**src/rtl/wb_arbiter_if.sv**
```systemverilog
// Result bus between the integer/FPU result sources and the register-file write arbiter.
interface wb_arbiter_if;
  logic        ex_u_valid;
  logic [4:0]  ex_u_rt;
  logic [31:0] ex_u_data;
  logic        ex_l_valid;
  logic [4:0]  ex_l_rt;
  logic [31:0] ex_l_data;
  logic        fpu_u_valid;
  logic [4:0]  fpu_u_rt;
  logic [31:0] fpu_u_data;
  logic        fpu_l_valid;
  logic [4:0]  fpu_l_rt;
  logic [31:0] fpu_l_data;
  logic        wr0_en;
  logic [4:0]  wr0_addr;
  logic [31:0] wr0_data;
  logic        wr1_en;
  logic [4:0]  wr1_addr;
  logic [31:0] wr1_data;
  logic        interlock;
  logic [31:0] pending;
  logic        overflow;

  modport master (
    output ex_u_valid, ex_u_rt, ex_u_data, ex_l_valid, ex_l_rt, ex_l_data,
           fpu_u_valid, fpu_u_rt, fpu_u_data, fpu_l_valid, fpu_l_rt, fpu_l_data,
    input  wr0_en, wr0_addr, wr0_data, wr1_en, wr1_addr, wr1_data,
           interlock, pending, overflow
  );

  modport slave (
    input  ex_u_valid, ex_u_rt, ex_u_data, ex_l_valid, ex_l_rt, ex_l_data,
           fpu_u_valid, fpu_u_rt, fpu_u_data, fpu_l_valid, fpu_l_rt, fpu_l_data,
    output wr0_en, wr0_addr, wr0_data, wr1_en, wr1_addr, wr1_data,
           interlock, pending, overflow
  );
endinterface

```
**src/rtl/wb_arbiter.sv**
```systemverilog
// Two-port register-file writeback arbiter: integer results write next cycle,
// FPU results are queued in a circular buffer and drained into idle write ports.
module wb_arbiter #(
  parameter int unsigned FIFO_DEPTH = 8,
  parameter int unsigned HWM        = FIFO_DEPTH - 4
) (
  input  logic        clk,
  input  logic        rstn,
  wb_arbiter_if.slave bus
);
  localparam int unsigned AW = $clog2(FIFO_DEPTH);
  localparam int unsigned CW = AW + 1;
  localparam int unsigned RW = 5;
  localparam int unsigned DW = 32;

  typedef struct packed {
    logic [RW-1:0] rt;
    logic [DW-1:0] data;
  } entry_t;

  entry_t        r_mem [FIFO_DEPTH];
  logic [AW-1:0] r_rd_ptr;
  logic [AW-1:0] r_wr_ptr;
  logic [CW-1:0] r_count;
  logic          r_overflow;
  logic          r_wr0_en;
  logic          r_wr1_en;
  entry_t        r_wr0;
  entry_t        r_wr1;

  entry_t        w_ex_u, w_ex_l, w_fpu_u, w_fpu_l;
  entry_t        w_head, w_next, w_port0, w_port1;
  logic          w_p0_fifo, w_p1_fifo, w_en0, w_en1;
  logic          w_push_u, w_push_l, w_drop;
  logic [CW-1:0] w_pops, w_pushes, w_free;
  logic [AW-1:0] w_l_ptr;
  logic [31:0]   w_pending;

  assign w_ex_u  = {bus.ex_u_rt,  bus.ex_u_data};
  assign w_ex_l  = {bus.ex_l_rt,  bus.ex_l_data};
  assign w_fpu_u = {bus.fpu_u_rt, bus.fpu_u_data};
  assign w_fpu_l = {bus.fpu_l_rt, bus.fpu_l_data};

  // Port selection: integer results first, idle ports pull buffered entries in order.
  always_comb begin
    w_head    = r_mem[r_rd_ptr];
    w_next    = r_mem[r_rd_ptr + AW'(1)];
    w_p0_fifo = !bus.ex_u_valid && (r_count != '0);
    w_p1_fifo = !bus.ex_l_valid && (r_count > CW'(w_p0_fifo));
    w_en0     = bus.ex_u_valid || w_p0_fifo;
    w_en1     = bus.ex_l_valid || w_p1_fifo;
    w_port0   = bus.ex_u_valid ? w_ex_u : w_head;
    w_port1   = bus.ex_l_valid ? w_ex_l : (w_p0_fifo ? w_next : w_head);
    w_pops    = CW'(w_p0_fifo) + CW'(w_p1_fifo);
  end

  // Space counts slots freed by this cycle's pops; upper slot claims space first.
  always_comb begin
    w_free   = CW'(FIFO_DEPTH) - r_count + w_pops;
    w_push_u = bus.fpu_u_valid && (w_free != '0);
    w_push_l = bus.fpu_l_valid && (w_free > CW'(w_push_u));
    w_pushes = CW'(w_push_u) + CW'(w_push_l);
    w_drop   = (bus.fpu_u_valid && !w_push_u) || (bus.fpu_l_valid && !w_push_l);
    w_l_ptr  = r_wr_ptr + AW'(w_push_u);
  end

  always_ff @(posedge clk) begin
    if (!rstn) begin
      r_rd_ptr   <= '0;
      r_wr_ptr   <= '0;
      r_count    <= '0;
      r_overflow <= 1'b0;
      r_wr0_en   <= 1'b0;
      r_wr1_en   <= 1'b0;
    end else begin
      r_rd_ptr   <= r_rd_ptr + AW'(w_pops);
      r_wr_ptr   <= r_wr_ptr + AW'(w_pushes);
      r_count    <= r_count + w_pushes - w_pops;
      r_overflow <= r_overflow | w_drop;
      // Same-register collision: port 1 carries the younger write.
      r_wr0_en   <= w_en0 && !(w_en1 && (w_port0.rt == w_port1.rt));
      r_wr1_en   <= w_en1;
    end
  end

  always_ff @(posedge clk) begin
    r_wr0 <= w_port0;
    r_wr1 <= w_port1;
  end

  always_ff @(posedge clk) begin
    if (rstn) begin
      if (w_push_u) r_mem[r_wr_ptr] <= w_fpu_u;
      if (w_push_l) r_mem[w_l_ptr]  <= w_fpu_l;
    end
  end

  // Scoreboard of destinations held by live buffer entries.
  always_comb begin
    w_pending = '0;
    for (int i = 0; i < int'(FIFO_DEPTH); i++) begin
      if (CW'(AW'(AW'(i) - r_rd_ptr)) < r_count) w_pending[r_mem[i].rt] = 1'b1;
    end
  end

  assign bus.wr0_en    = r_wr0_en;
  assign bus.wr0_addr  = r_wr0.rt;
  assign bus.wr0_data  = r_wr0.data;
  assign bus.wr1_en    = r_wr1_en;
  assign bus.wr1_addr  = r_wr1.rt;
  assign bus.wr1_data  = r_wr1.data;
  assign bus.interlock = (r_count >= CW'(HWM));
  assign bus.pending   = w_pending;
  assign bus.overflow  = r_overflow;
endmodule

```
**src/flat_wrapper.sv**
```systemverilog
// flat-port wrapper written by rule: the top's interface ports become plain ports
module wb_arbiter_flat 
#(
  parameter int unsigned FIFO_DEPTH = 8,
  parameter int unsigned HWM        = FIFO_DEPTH - 4
)
  (clk, rstn, bus_ex_u_valid, bus_ex_u_rt, bus_ex_u_data, bus_ex_l_valid, bus_ex_l_rt, bus_ex_l_data, bus_fpu_u_valid, bus_fpu_u_rt, bus_fpu_u_data, bus_fpu_l_valid, bus_fpu_l_rt, bus_fpu_l_data, bus_wr0_en, bus_wr0_addr, bus_wr0_data, bus_wr1_en, bus_wr1_addr, bus_wr1_data, bus_interlock, bus_pending, bus_overflow);
  wb_arbiter_if bus_i ();
  input  logic clk;
  input  logic rstn;
  input wire logic [$bits(bus_i.ex_u_valid)-1:0] bus_ex_u_valid;
  input wire logic [$bits(bus_i.ex_u_rt)-1:0] bus_ex_u_rt;
  input wire logic [$bits(bus_i.ex_u_data)-1:0] bus_ex_u_data;
  input wire logic [$bits(bus_i.ex_l_valid)-1:0] bus_ex_l_valid;
  input wire logic [$bits(bus_i.ex_l_rt)-1:0] bus_ex_l_rt;
  input wire logic [$bits(bus_i.ex_l_data)-1:0] bus_ex_l_data;
  input wire logic [$bits(bus_i.fpu_u_valid)-1:0] bus_fpu_u_valid;
  input wire logic [$bits(bus_i.fpu_u_rt)-1:0] bus_fpu_u_rt;
  input wire logic [$bits(bus_i.fpu_u_data)-1:0] bus_fpu_u_data;
  input wire logic [$bits(bus_i.fpu_l_valid)-1:0] bus_fpu_l_valid;
  input wire logic [$bits(bus_i.fpu_l_rt)-1:0] bus_fpu_l_rt;
  input wire logic [$bits(bus_i.fpu_l_data)-1:0] bus_fpu_l_data;
  output wire logic [$bits(bus_i.wr0_en)-1:0] bus_wr0_en;
  output wire logic [$bits(bus_i.wr0_addr)-1:0] bus_wr0_addr;
  output wire logic [$bits(bus_i.wr0_data)-1:0] bus_wr0_data;
  output wire logic [$bits(bus_i.wr1_en)-1:0] bus_wr1_en;
  output wire logic [$bits(bus_i.wr1_addr)-1:0] bus_wr1_addr;
  output wire logic [$bits(bus_i.wr1_data)-1:0] bus_wr1_data;
  output wire logic [$bits(bus_i.interlock)-1:0] bus_interlock;
  output wire logic [$bits(bus_i.pending)-1:0] bus_pending;
  output wire logic [$bits(bus_i.overflow)-1:0] bus_overflow;
  assign bus_i.ex_u_valid = bus_ex_u_valid;
  assign bus_i.ex_u_rt = bus_ex_u_rt;
  assign bus_i.ex_u_data = bus_ex_u_data;
  assign bus_i.ex_l_valid = bus_ex_l_valid;
  assign bus_i.ex_l_rt = bus_ex_l_rt;
  assign bus_i.ex_l_data = bus_ex_l_data;
  assign bus_i.fpu_u_valid = bus_fpu_u_valid;
  assign bus_i.fpu_u_rt = bus_fpu_u_rt;
  assign bus_i.fpu_u_data = bus_fpu_u_data;
  assign bus_i.fpu_l_valid = bus_fpu_l_valid;
  assign bus_i.fpu_l_rt = bus_fpu_l_rt;
  assign bus_i.fpu_l_data = bus_fpu_l_data;
  assign bus_wr0_en = bus_i.wr0_en;
  assign bus_wr0_addr = bus_i.wr0_addr;
  assign bus_wr0_data = bus_i.wr0_data;
  assign bus_wr1_en = bus_i.wr1_en;
  assign bus_wr1_addr = bus_i.wr1_addr;
  assign bus_wr1_data = bus_i.wr1_data;
  assign bus_interlock = bus_i.interlock;
  assign bus_pending = bus_i.pending;
  assign bus_overflow = bus_i.overflow;
  wb_arbiter #(.FIFO_DEPTH(FIFO_DEPTH), .HWM(HWM)) u_core (.clk(clk), .rstn(rstn), .bus(bus_i));
endmodule
```
**config.mk**
```make
export PLATFORM = sky130hd
export DESIGN_NAME = wb_arbiter_flat
export DESIGN_NICKNAME = d
export VERILOG_FILES = /design/src/rtl/wb_arbiter_if.sv /design/src/rtl/wb_arbiter.sv /design/src/flat_wrapper.sv
export SDC_FILE = /design/constraint.sdc
export NUM_CORES = 1
export LEC_CHECK = 0
export ABC_AREA = 1
export BUFFER_PORTS_ARGS = -buffer_cell sky130_fd_sc_hd__buf_2
export CAP_MARGIN = 20
export CORE_MARGIN = 5
export CORE_UTILIZATION = 35
export CTS_CLUSTER_DIAMETER = 120
export CTS_CLUSTER_SIZE = 8
export DETAILED_ROUTE_END_ITERATION = 10
export PLACE_DENSITY = 0.62
export SYNTH_ARGS = -nofsm -noshare
export SYNTH_HDL_FRONTEND = slang
export SYNTH_SLANG_ARGS = --single-unit
```
**constraint.sdc**
```tcl
create_clock -name clk -period 10.9 [get_ports clk]
set_input_delay 1.635 -clock clk [delete_from_list [all_inputs] [get_ports clk]]
set_output_delay 1.635 -clock clk [all_outputs]
set_load 0.01 [all_outputs]
```
==> key figures, run 1 <==
Run status
  • Run status: complete, no violations

GRT
  • Most used routing layer: met2
  • Overall fraction of global-route tracks in use: 25.3%
  • Met1 demand-to-capacity share in global routing: 34.4%
  • Largest net degree at the start of global routing: 114
  • GRT overflow: 0
  • Vias in the first global route: 22500
  • Global routing met3 resource utilization: 4.15%
  • Initial antenna violation count: 13
  • Met2 track demand over resource: 40.6%
  • Global-route wire length before repair: 146000 µm

Synth
  • Number of synthesized flops with an enable pin: 296
  • Most frequent cells after synthesis: sky130_fd_sc_hd__nand2_1, sky130_fd_sc_hd__edfxtp_1, sky130_fd_sc_hd__inv_1, sky130_fd_sc_hd__o21ai_0, sky130_fd_sc_hd__nand3_1
  • Sequential share of the synthesized area: 43.1%
  • Area fraction of the dominant cell type after synthesis: 36.1%
  • Post-Synthesis Net Count: 3561
  • Average cell area after synthesis: 7.31 µm²
  • Synthesized netlist cell count: 3371
  • Synth area leader: sky130_fd_sc_hd__edfxtp_1
  • Synthesis-stage register bit count: 383
  • Most instantiated library cell after synthesis: sky130_fd_sc_hd__nand2_1
  • Yosys synthesis warning count: 0
  • Number of distinct library cells after synthesis: 44
  • Cell area after synthesis: 24600 µm²
  • Primary FF master, synth: sky130_fd_sc_hd__edfxtp_1
  • Most area-consuming cells after synthesis: sky130_fd_sc_hd__edfxtp_1, sky130_fd_sc_hd__nand2_1, sky130_fd_sc_hd__dfxtp_1
  • Async SR Flop Fraction: 0%

Cells and area
  • Number of nets in the final layout: 3660
  • Final design utilization: 39.7%
  • Area Growth Syn to Fin: 12.7%
  • Proportion of layout cells with a drive suffix above 1: 11.9%
  • Number of standard cells in the final layout excluding fillers: 4460

Die
  • Horizontal die dimension: 275 µm
  • DIE AREA: 75800 µm²
  • Num ports: 264
  • Row cnt: 97
  • Placeable Area: 69900 µm²
  • Height of the die: 275 µm
  • Starting Density: 35.3%

Routing
  • Detail Route Antenna Nets: 0
  • Drt wl/cell: 22.4 µm
  • Count of vias placed by the detailed router: 24400
  • 1st-pass router iterations: 6
  • Detailed-route wire length: 99800 µm
  • Residual DRC count: 0
  • Violation count after the first detailed-route iteration: 3005
  • Per-cell via count in the routed design: 5.47

Pwr
  • Power per Cell Area: 264 nW/µm²
  • Worst voltage drop across the vdd grid: 0.000144 V
  • Pleak: 0.0121 µW

STA
  • Post-layout min period: 8.28 ns
  • Max transition margin: 24.7%
  • Worst-case clock skew: 0.0297 ns
  • Tcrit/Tclk final: 76.0%
  • Final Max Tran Viols: 0
  • FMAX: 0.121 GHz
  • Post-route setup TNS: 0 ns
  • Setup repair after global routing missed its margin: no
  • Slew @ Worst Pin: 1.13 ns
  • Worst setup slack after layout: 2.62 ns
  • Final setup fails: 0
  • Hold violation count in the final report: 0

Setup path
  • Critical path class: reg2reg
  • Arrival time of data at the critical path endpoint: 8.53 ns
  • Critical path fanouts, max: 39
  • Setup crit end kind: register
  • Data required time at the worst endpoint: 11.15 ns
  • Startpoint class of the critical path: register

Run
  • Max-cap viol count: 0

Place
  • Number of input and output port buffers inserted: 263
  • Post-Place Cells: 4350
  • Worst Setup Slack post-DPL: 1.99 ns
  • Placer's final routability congestion estimate: 0.946
  • Final HPWL DP: 67300 µm

Clocking
  • Clock transition time at the flip-flop clock pins of the worst setup and hold paths: 0.06 ns
  • Max H-tree Level: 2
  • Clock sink total: 383
  • Count of cells resized by post-cts repair: 0
  • Setup Fix Bufs, Post-CTS: 0
  • CTS tree: built
  • Number of clock buffers inserted by TritonCTS: 54
  • CTS Hold Bufs: 0
  • Later-pin clock latency in the skew report: 0.63 ns
  • Max Buffers Root-to-Sink: 3
  • Root cell of the clock tree: sky130_fd_sc_hd__clkbuf_16

Hold path
  • Path type of the worst min-delay path: reg2reg
logic make-up (layout without fill, tap and decap cells):
group / Yosys count / after routing / synth area share, %
adder cells (fa/ha/maj): 36 / 36 / 1.92
other: 0 / 6 / 0
AO/OA/AOI/OAI: 629 / 629 / 15.1
XOR/XNOR: 8 / 8 / 0.284
flip-flops: 383 / 383 / 43.1
AND/OR/NAND/NOR: 1786 / 1786 / 29.4
buffers and inverters: 529 / 672 / 10.2
placed cells by master (no fill, tap or decap), types with 36 or more instances in the layout:
cell	n
sky130_fd_sc_hd__clkbuf_1	41
sky130_fd_sc_hd__nand3_1	196
sky130_fd_sc_hd__a21oi_1	192
sky130_fd_sc_hd__clkbuf_16	54
sky130_fd_sc_hd__o2111ai_1	36
sky130_fd_sc_hd__inv_1	258
sky130_fd_sc_hd__o211ai_1	124
sky130_fd_sc_hd__buf_2	264
sky130_fd_sc_hd__edfxtp_1	296
sky130_fd_sc_hd__o22ai_1	56
sky130_fd_sc_hd__nor2_1	166
sky130_fd_sc_hd__nor3_1	54
sky130_fd_sc_hd__o21ai_0	190
sky130_fd_sc_hd__dfxtp_1	86
sky130_fd_sc_hd__nand2_1	1323
sky130_fd_sc_hd__buf_4	37
registers in the layout, summed over array words and instances (netlist names):
signal	cells
u_core.r_mem	296
u_core.bus.wr0_data	32
u_core.bus.wr1_data	32
u_core.bus.wr0_addr	5
u_core.bus.wr1_addr	5
u_core.r_count	4
u_core.r_rd_ptr	3
u_core.r_wr_ptr	3
u_core.bus.overflow	1
u_core.bus.wr0_en	1
u_core.bus.wr1_en	1
critical path: stages (launching register included):
cell	delay [ns]
sky130_fd_sc_hd__dfxtp_1	0.31
sky130_fd_sc_hd__inv_1	0.38
sky130_fd_sc_hd__ha_1	0.23
sky130_fd_sc_hd__nand2_1	0.21
sky130_fd_sc_hd__o21ai_4	0.19
sky130_fd_sc_hd__buf_4	0.54
sky130_fd_sc_hd__inv_2	0.62
sky130_fd_sc_hd__ha_1	0.50
sky130_fd_sc_hd__nor2_1	0.05
sky130_fd_sc_hd__nor2_1	0.14
sky130_fd_sc_hd__nor2_1	0.07
sky130_fd_sc_hd__ha_1	0.33
sky130_fd_sc_hd__inv_1	0.06
sky130_fd_sc_hd__ha_1	0.22
sky130_fd_sc_hd__fa_1	0.38
sky130_fd_sc_hd__xnor2_1	0.15
sky130_fd_sc_hd__nand3_1	0.11
sky130_fd_sc_hd__nor2_2	0.15
sky130_fd_sc_hd__nand2_1	0.07
sky130_fd_sc_hd__nand2_1	0.09
sky130_fd_sc_hd__inv_1	0.10
sky130_fd_sc_hd__ha_1	0.58
sky130_fd_sc_hd__clkinv_1	0.45
sky130_fd_sc_hd__nor2_4	0.29
sky130_fd_sc_hd__nand2_2	0.63
sky130_fd_sc_hd__o21ai_4	0.49
sky130_fd_sc_hd__buf_4	0.51
routing by layer:
layer	wire length, µm	up-vias
met5	53	-
met4	3960	8
met3	9270	230
met2	45600	1329
met1	40900	11500
li1	-	11400
final timing paths:
kind / slack (ns) / startpoint / cells after the start / endpoint
worst min-delay path: 0.57 / u_core.r_wr_ptr[2] / 2 / u_core.r_wr_ptr[2]
worst min register to register: 0.57 / u_core.r_wr_ptr[2] / 2 / u_core.r_wr_ptr[2]
worst max-delay path: 2.62 / u_core.r_count[2] / 26 / u_core.r_mem[3][10]
worst max register to register: 2.62 / u_core.r_count[2] / 26 / u_core.r_mem[3][10]
final cells by class:
| type | count | area (µm²) |
|---|---|---|
| Fill cell | 7311 | 42100 |
| Multi-Input combinational cell | 2459 | 11700 |
| Sequential cell | 383 | 10600 |
| Timing Repair Buffer | 305 | 1690 |
| Clock buffer | 95 | 1510 |
| Tap cell | 940 | 1180 |
| Inverter | 267 | 1010 |
| Clock inverter | 5 | 73.8 |
| Antenna cell | 6 | 15.0 |
report_power, final:
part / internal (µW) / switching, µW
Combinational: 1010 / 2580
Clock: 930 / 681
Sequential: 1940 / 179
per-stage QoR:
stage | hold WS (ns) | power, µW | instance area (µm²)
floorplan | 0.512 | 4390 | 24600
global placement | 0.549 | 5620 | 26100
detailed placement | 0.559 | 5640 | 26100
CTS | 0.567 | 7260 | 27700
global route | 0.604 | 7750 | 27800
finish | 0.574 | 7320 | 27800
No activity file was read; power rests on OpenSTA's default activity.
==> run 2, diff against run 1 <==
--- a/config.mk
+++ b/config.mk
@@ -5,7 +5,7 @@
 export SDC_FILE = /design/constraint.sdc
 export NUM_CORES = 1
 export LEC_CHECK = 0
-export ABC_AREA = 1
+export ABC_AREA = 0
 export BUFFER_PORTS_ARGS = -buffer_cell sky130_fd_sc_hd__buf_2
 export CAP_MARGIN = 20
 export CORE_MARGIN = 5
==> constraint.sdc (replaced) <==
create_clock -name clk -period 7.76 [get_ports clk]
set_input_delay 1.164 -clock clk [delete_from_list [all_inputs] [get_ports clk]]
set_output_delay 1.164 -clock clk [all_outputs]
set_load 0.01 [all_outputs]
==> key figures, run 2 <==
Clocking
  • CTS Hold Bufs: 0 (unchanged)
  • Count of cells resized by post-cts repair: 0 (unchanged)
  • Clock sink total: 383 (unchanged)
  • Max H-tree Level: 2 (unchanged)
  • CTS tree: built (unchanged)
  • Setup Fix Bufs, Post-CTS: 0 (unchanged)
  • Later-pin clock latency in the skew report: 0.60 ns (was 0.63 ns)
  • Max Buffers Root-to-Sink: 3 (unchanged)
  • Root cell of the clock tree: sky130_fd_sc_hd__clkbuf_16 (unchanged)
  • Number of clock buffers inserted by TritonCTS: 54 (unchanged)
  • Clock transition time at the flip-flop clock pins of the worst setup and hold paths: 0.06 ns (about the same)

Setup path
  • Cell family with the largest share of critical-path delay: compound AO/OA/AOI/OAI gates (was buffers and inverters)
  • Number of cells traversed by the worst register-to-register path: 18 (was 26)
  • List of cells traversed by the critical path: inv_1 > ha_1 > nor3b_1 > nor2_4 > buf_4 > ha_1 > ha_1 > nor2b_1 > or3_1 > a211oi_2 > o21ai_2 > o21a_1 > ha_1 > nor2_1 > o2111a_1 > nand2_2 > o21ai_4 > buf_4
  • Reg2Reg Launch Point: u_core.r_count[3] (was u_core.r_count[2])
  • Critical Path Stages: 18 (was 26)
  • Total buffers and inverters traversed by the critical path: 3 (was 7)
  • Delay of the slowest cell on the worst path: 0.78 ns (was 0.63 ns)
  • Capture point of the worst path: u_core.r_mem[5][15] (was u_core.r_mem[3][10])
  • CP Launch Point: u_core.r_count[3] (was u_core.r_count[2])
  • Startpoint class of the critical path: register (unchanged)
  • Most prevalent standard cell on the critical path: sky130_fd_sc_hd__ha_1 (unchanged)
  • Arrival time of data at the critical path endpoint: 6.93 ns (was 8.53 ns)
  • Critical path fanouts, max: 68 (was 39)
  • R2R Setup Slk: 1.08 ns (was 2.62 ns)
  • CP max-delay cell: sky130_fd_sc_hd__dfxtp_1 (was sky130_fd_sc_hd__nand2_2)
  • Data required time at the worst endpoint: 8.01 ns (was 11.15 ns)
  • Critical path class: reg2reg (unchanged)
  • Setup crit end kind: register (unchanged)
  • FF-to-FF End: u_core.r_mem[5][15] (was u_core.r_mem[3][10])

STA
  • FMAX: 0.150 GHz (was 0.121 GHz)
  • Post-route setup TNS: 0 ns (unchanged)
  • Final setup fails: 0 (unchanged)
  • Max transition margin: 15.0% (was 24.7%)
  • Slew @ Worst Pin: 1.27 ns (was 1.13 ns)
  • Tcrit/Tclk final: 86.1% (was 76.0%)
  • Setup repair after global routing missed its margin: no (unchanged)
  • Hold violation count in the final report: 0 (unchanged)
  • Worst-case clock skew: 0.0221 ns (was 0.0297 ns)
  • Final Max Tran Viols: 0 (unchanged)
  • Post-layout min period: 6.68 ns (was 8.28 ns)

Synth
  • Synthesis-stage register bit count: 383 (unchanged)
  • Cell area after synthesis: 23500 µm² (was 24600 µm²)
  • Post-Synthesis Net Count: 2054 (was 3561)
  • Number of synthesized flops with an enable pin: 296 (unchanged)
  • Most area-consuming cells after synthesis: sky130_fd_sc_hd__edfxtp_1, sky130_fd_sc_hd__mux4_2, sky130_fd_sc_hd__mux2_2 (was sky130_fd_sc_hd__edfxtp_1, sky130_fd_sc_hd__nand2_1, sky130_fd_sc_hd__dfxtp_1)
  • Primary FF master, synth: sky130_fd_sc_hd__edfxtp_1 (unchanged)
  • Area fraction of the dominant cell type after synthesis: 37.8% (was 36.1%)
  • Number of distinct library cells after synthesis: 69 (was 44)
  • Yosys synthesis warning count: 0 (unchanged)
  • Average cell area after synthesis: 12.6 µm² (was 7.31 µm²)
  • Most instantiated library cell after synthesis: sky130_fd_sc_hd__edfxtp_1 (was sky130_fd_sc_hd__nand2_1)
  • Most frequent cells after synthesis: sky130_fd_sc_hd__edfxtp_1, sky130_fd_sc_hd__mux2_2, sky130_fd_sc_hd__nand2_1, sky130_fd_sc_hd__mux4_2, sky130_fd_sc_hd__dfxtp_1 (was sky130_fd_sc_hd__nand2_1, sky130_fd_sc_hd__edfxtp_1, sky130_fd_sc_hd__inv_1, sky130_fd_sc_hd__o21ai_0, sky130_fd_sc_hd__nand3_1)
  • Sequential share of the synthesized area: 45.2% (was 43.1%)
  • Synthesized netlist cell count: 1864 (was 3371)
  • Async SR Flop Fraction: 0% (unchanged)
  • Synth area leader: sky130_fd_sc_hd__edfxtp_1 (unchanged)

Pwr
  • Int Power: 5780 µW (was 3880 µW)
  • Pleak: 0.00976 µW (was 0.0121 µW)
  • Switching Power: 3580 µW (was 3440 µW)
  • Total power draw: 9350 µW (was 7320 µW)
  • Clock group share of total power: 24.0% (was 22.0%)
  • Comb power frac: 44.3% (was 49.1%)
  • Worst voltage drop across the vdd grid: 0.000187 V (was 0.000144 V)
  • Power per Cell Area: 344 nW/µm² (was 264 nW/µm²)
  • Switch share: 38.2% (was 47.0%)
  • Seq pwr share: 31.7% (was 28.9%)

Routing
  • Per-cell via count in the routed design: 5.95 (was 5.47)
  • Detail Route Antenna Nets: 0 (unchanged)
  • 1st-pass router iterations: 7 (was 6)
  • Detailed-route wire length: 83000 µm (was 99800 µm)
  • Drt wl/cell: 27.6 µm (was 22.4 µm)
  • Count of vias placed by the detailed router: 17900 (was 24400)
  • Violation count after the first detailed-route iteration: 2099 (was 3005)
  • Residual DRC count: 0 (unchanged)

Cells and area
  • Area taken by multi-input logic gates: 12200 µm² (was 11700 µm²)
  • Top library cells by usage in the layout, fill and taps aside: sky130_fd_sc_hd__edfxtp_1, sky130_fd_sc_hd__buf_2, sky130_fd_sc_hd__mux2_2 (was sky130_fd_sc_hd__nand2_1, sky130_fd_sc_hd__edfxtp_1, sky130_fd_sc_hd__buf_2)
  • Final design utilization: 40.7% (was 39.7%)
  • Number of standard cells in the final layout excluding fillers: 3013 (was 4460)
  • Fin area: 27200 µm² (was 27800 µm²)
  • FF+latch area: 10600 µm² (about the same)
  • Max reg flops: 296 (unchanged)
  • Register bank with the most flops: u_core.r_mem (unchanged)
  • Proportion of layout cells with a drive suffix above 1: 40.4% (was 11.9%)
  • Commonest non-fill, non-tap cell in the layout: sky130_fd_sc_hd__edfxtp_1 (was sky130_fd_sc_hd__nand2_1)
  • Area Growth Syn to Fin: 15.8% (was 12.7%)
  • Layout fillers: 6260 (was 7311)
  • Number of nets in the final layout: 2271 (was 3660)

Run status
  • Run status: complete, no violations (unchanged)

Die
  • Starting Density: 35.1% (was 35.3%)
  • DIE AREA: 72500 µm² (was 75800 µm²)
  • Row cnt: 95 (was 97)
  • Horizontal die dimension: 269 µm (was 275 µm)
  • Placeable Area: 66900 µm² (was 69900 µm²)
  • Num ports: 264 (unchanged)
  • Height of the die: 269 µm (was 275 µm)

Place
  • Placer's final routability congestion estimate: 0.926 (was 0.946)
  • Post-Place Cells: 2898 (was 4350)
  • Final HPWL DP: 53700 µm (was 67300 µm)
  • Placed Instance Area: 25600 µm² (was 26100 µm²)
  • Number of input and output port buffers inserted: 263 (unchanged)

GRT
  • GRT overflow: 0 (unchanged)
  • Vias in the first global route: 18400 (was 22500)
  • Overall fraction of global-route tracks in use: 22.0% (was 25.3%)
  • Global-route wire length before repair: 123000 µm (was 146000 µm)
  • Initial antenna violation count: 18 (was 13)
  • Largest net degree at the start of global routing: 76 (was 114)

Run
  • Max-cap viol count: 0 (unchanged)

Hold path
  • Path type of the worst min-delay path: reg2reg (unchanged)
==> run 2: cell count changes in the layout (fill, tap and decap cells not counted), moves of 103 or more <==
cell | before | now
sky130_fd_sc_hd__mux2_2 | 0 | 251
sky130_fd_sc_hd__nand2_1 | 1323 | 242
sky130_fd_sc_hd__o211ai_1 | 124 | 21
sky130_fd_sc_hd__o21ai_0 | 190 | 79
sky130_fd_sc_hd__inv_1 | 258 | 32
sky130_fd_sc_hd__nand3_1 | 196 | 51
sky130_fd_sc_hd__a21oi_1 | 192 | 34
sky130_fd_sc_hd__mux4_2 | 0 | 138
==> run 2: cells by family (layout without fill, tap and decap cells) <==
kind of cell               after synthesis  count (layout)  synth area share [%]
AOI/OAI and AO/OA                      272             272                  7.49
xor gates and xnor gates                16              16                 0.596
adders and majority gates               36              36                  2.01
buffers and inverters                  169             432                  3.55
DFF                                    383             383                  45.2
muxes                                  489             489                  31.2
other                                    0              13                     0
and+or+nand+nor                        499             499                  9.98
==> run 2: worst reg2reg max path: stages (launching register included) <==
cell and delay (ns):
sky130_fd_sc_hd__dfxtp_1 0.78, sky130_fd_sc_hd__inv_1 0.22, sky130_fd_sc_hd__ha_1 0.27, sky130_fd_sc_hd__nor3b_1 0.18
sky130_fd_sc_hd__nor2_4 0.11, sky130_fd_sc_hd__buf_4 0.67, sky130_fd_sc_hd__ha_1 0.37, sky130_fd_sc_hd__ha_1 0.25
sky130_fd_sc_hd__nor2b_1 0.14, sky130_fd_sc_hd__or3_1 0.33, sky130_fd_sc_hd__a211oi_2 0.26, sky130_fd_sc_hd__o21ai_2 0.15
sky130_fd_sc_hd__o21a_1 0.25, sky130_fd_sc_hd__ha_1 0.31, sky130_fd_sc_hd__nor2_1 0.18, sky130_fd_sc_hd__o2111a_1 0.33
sky130_fd_sc_hd__nand2_2 0.46, sky130_fd_sc_hd__o21ai_4 0.56, sky130_fd_sc_hd__buf_4 0.47
==> run 2: how the worst min path moves through the flow <==
| stage | slack, ns | start | end | cells after the start |
|---|---|---|---|---|
| global placement | 0.45 | u_core.bus.overflow | u_core.bus.overflow | 1 |
| finish | 0.47 | u_core.bus.overflow | u_core.bus.overflow | 1 |
| global route | 0.50 | u_core.bus.overflow | u_core.bus.overflow | 1 |
| CTS | 0.47 | u_core.bus.overflow | u_core.bus.overflow | 1 |
| detailed placement | 0.46 | u_core.bus.overflow | u_core.bus.overflow | 1 |
| floorplan | 0.51 | u_core.bus.overflow | u_core.bus.overflow | 1 |
==> run 2: metal layers <==
metal	track usage (%)	part of all wire [%]	wire, µm
met2	36.8	48	39500
met4	7.56	3.3	2760
met3	4.83	9.6	7930
met5	0	0.057	47
met1	28.5	40	32800
==> run 2: power by group through the flow <==
stage / Combinational, µW / Clock (µW) / Sequential (µW)
after floorplan: 2740 / 0 / 2960
after global placement: 4080 / 0 / 2980
after detailed placement: 4140 / 0 / 2990
after CTS: 4150 / 2290 / 2960
after global routing: 4480 / 2380 / 3000
final: 4150 / 2240 / 2970
==> run 2: area by class of cell <==
cell class                 instances  area share (%)
tap                              873            4.01
sequential                       383            39.1
multi-input combinational       1312            44.7
antenna                           13           0.120
clock inverter                     4           0.143
clock buffer                      98            5.69
timing repair buffer             296            5.76
inverter                          34           0.469
==> run 2: metrics by stage <==
step	setup slack, ns	hold WS [ns]
finish	1.08	0.467
global route	0.683	0.495
CTS	1.08	0.469
detailed placement	1.13	0.456
global placement	1.42	0.449
floorplan	0.624	0.509
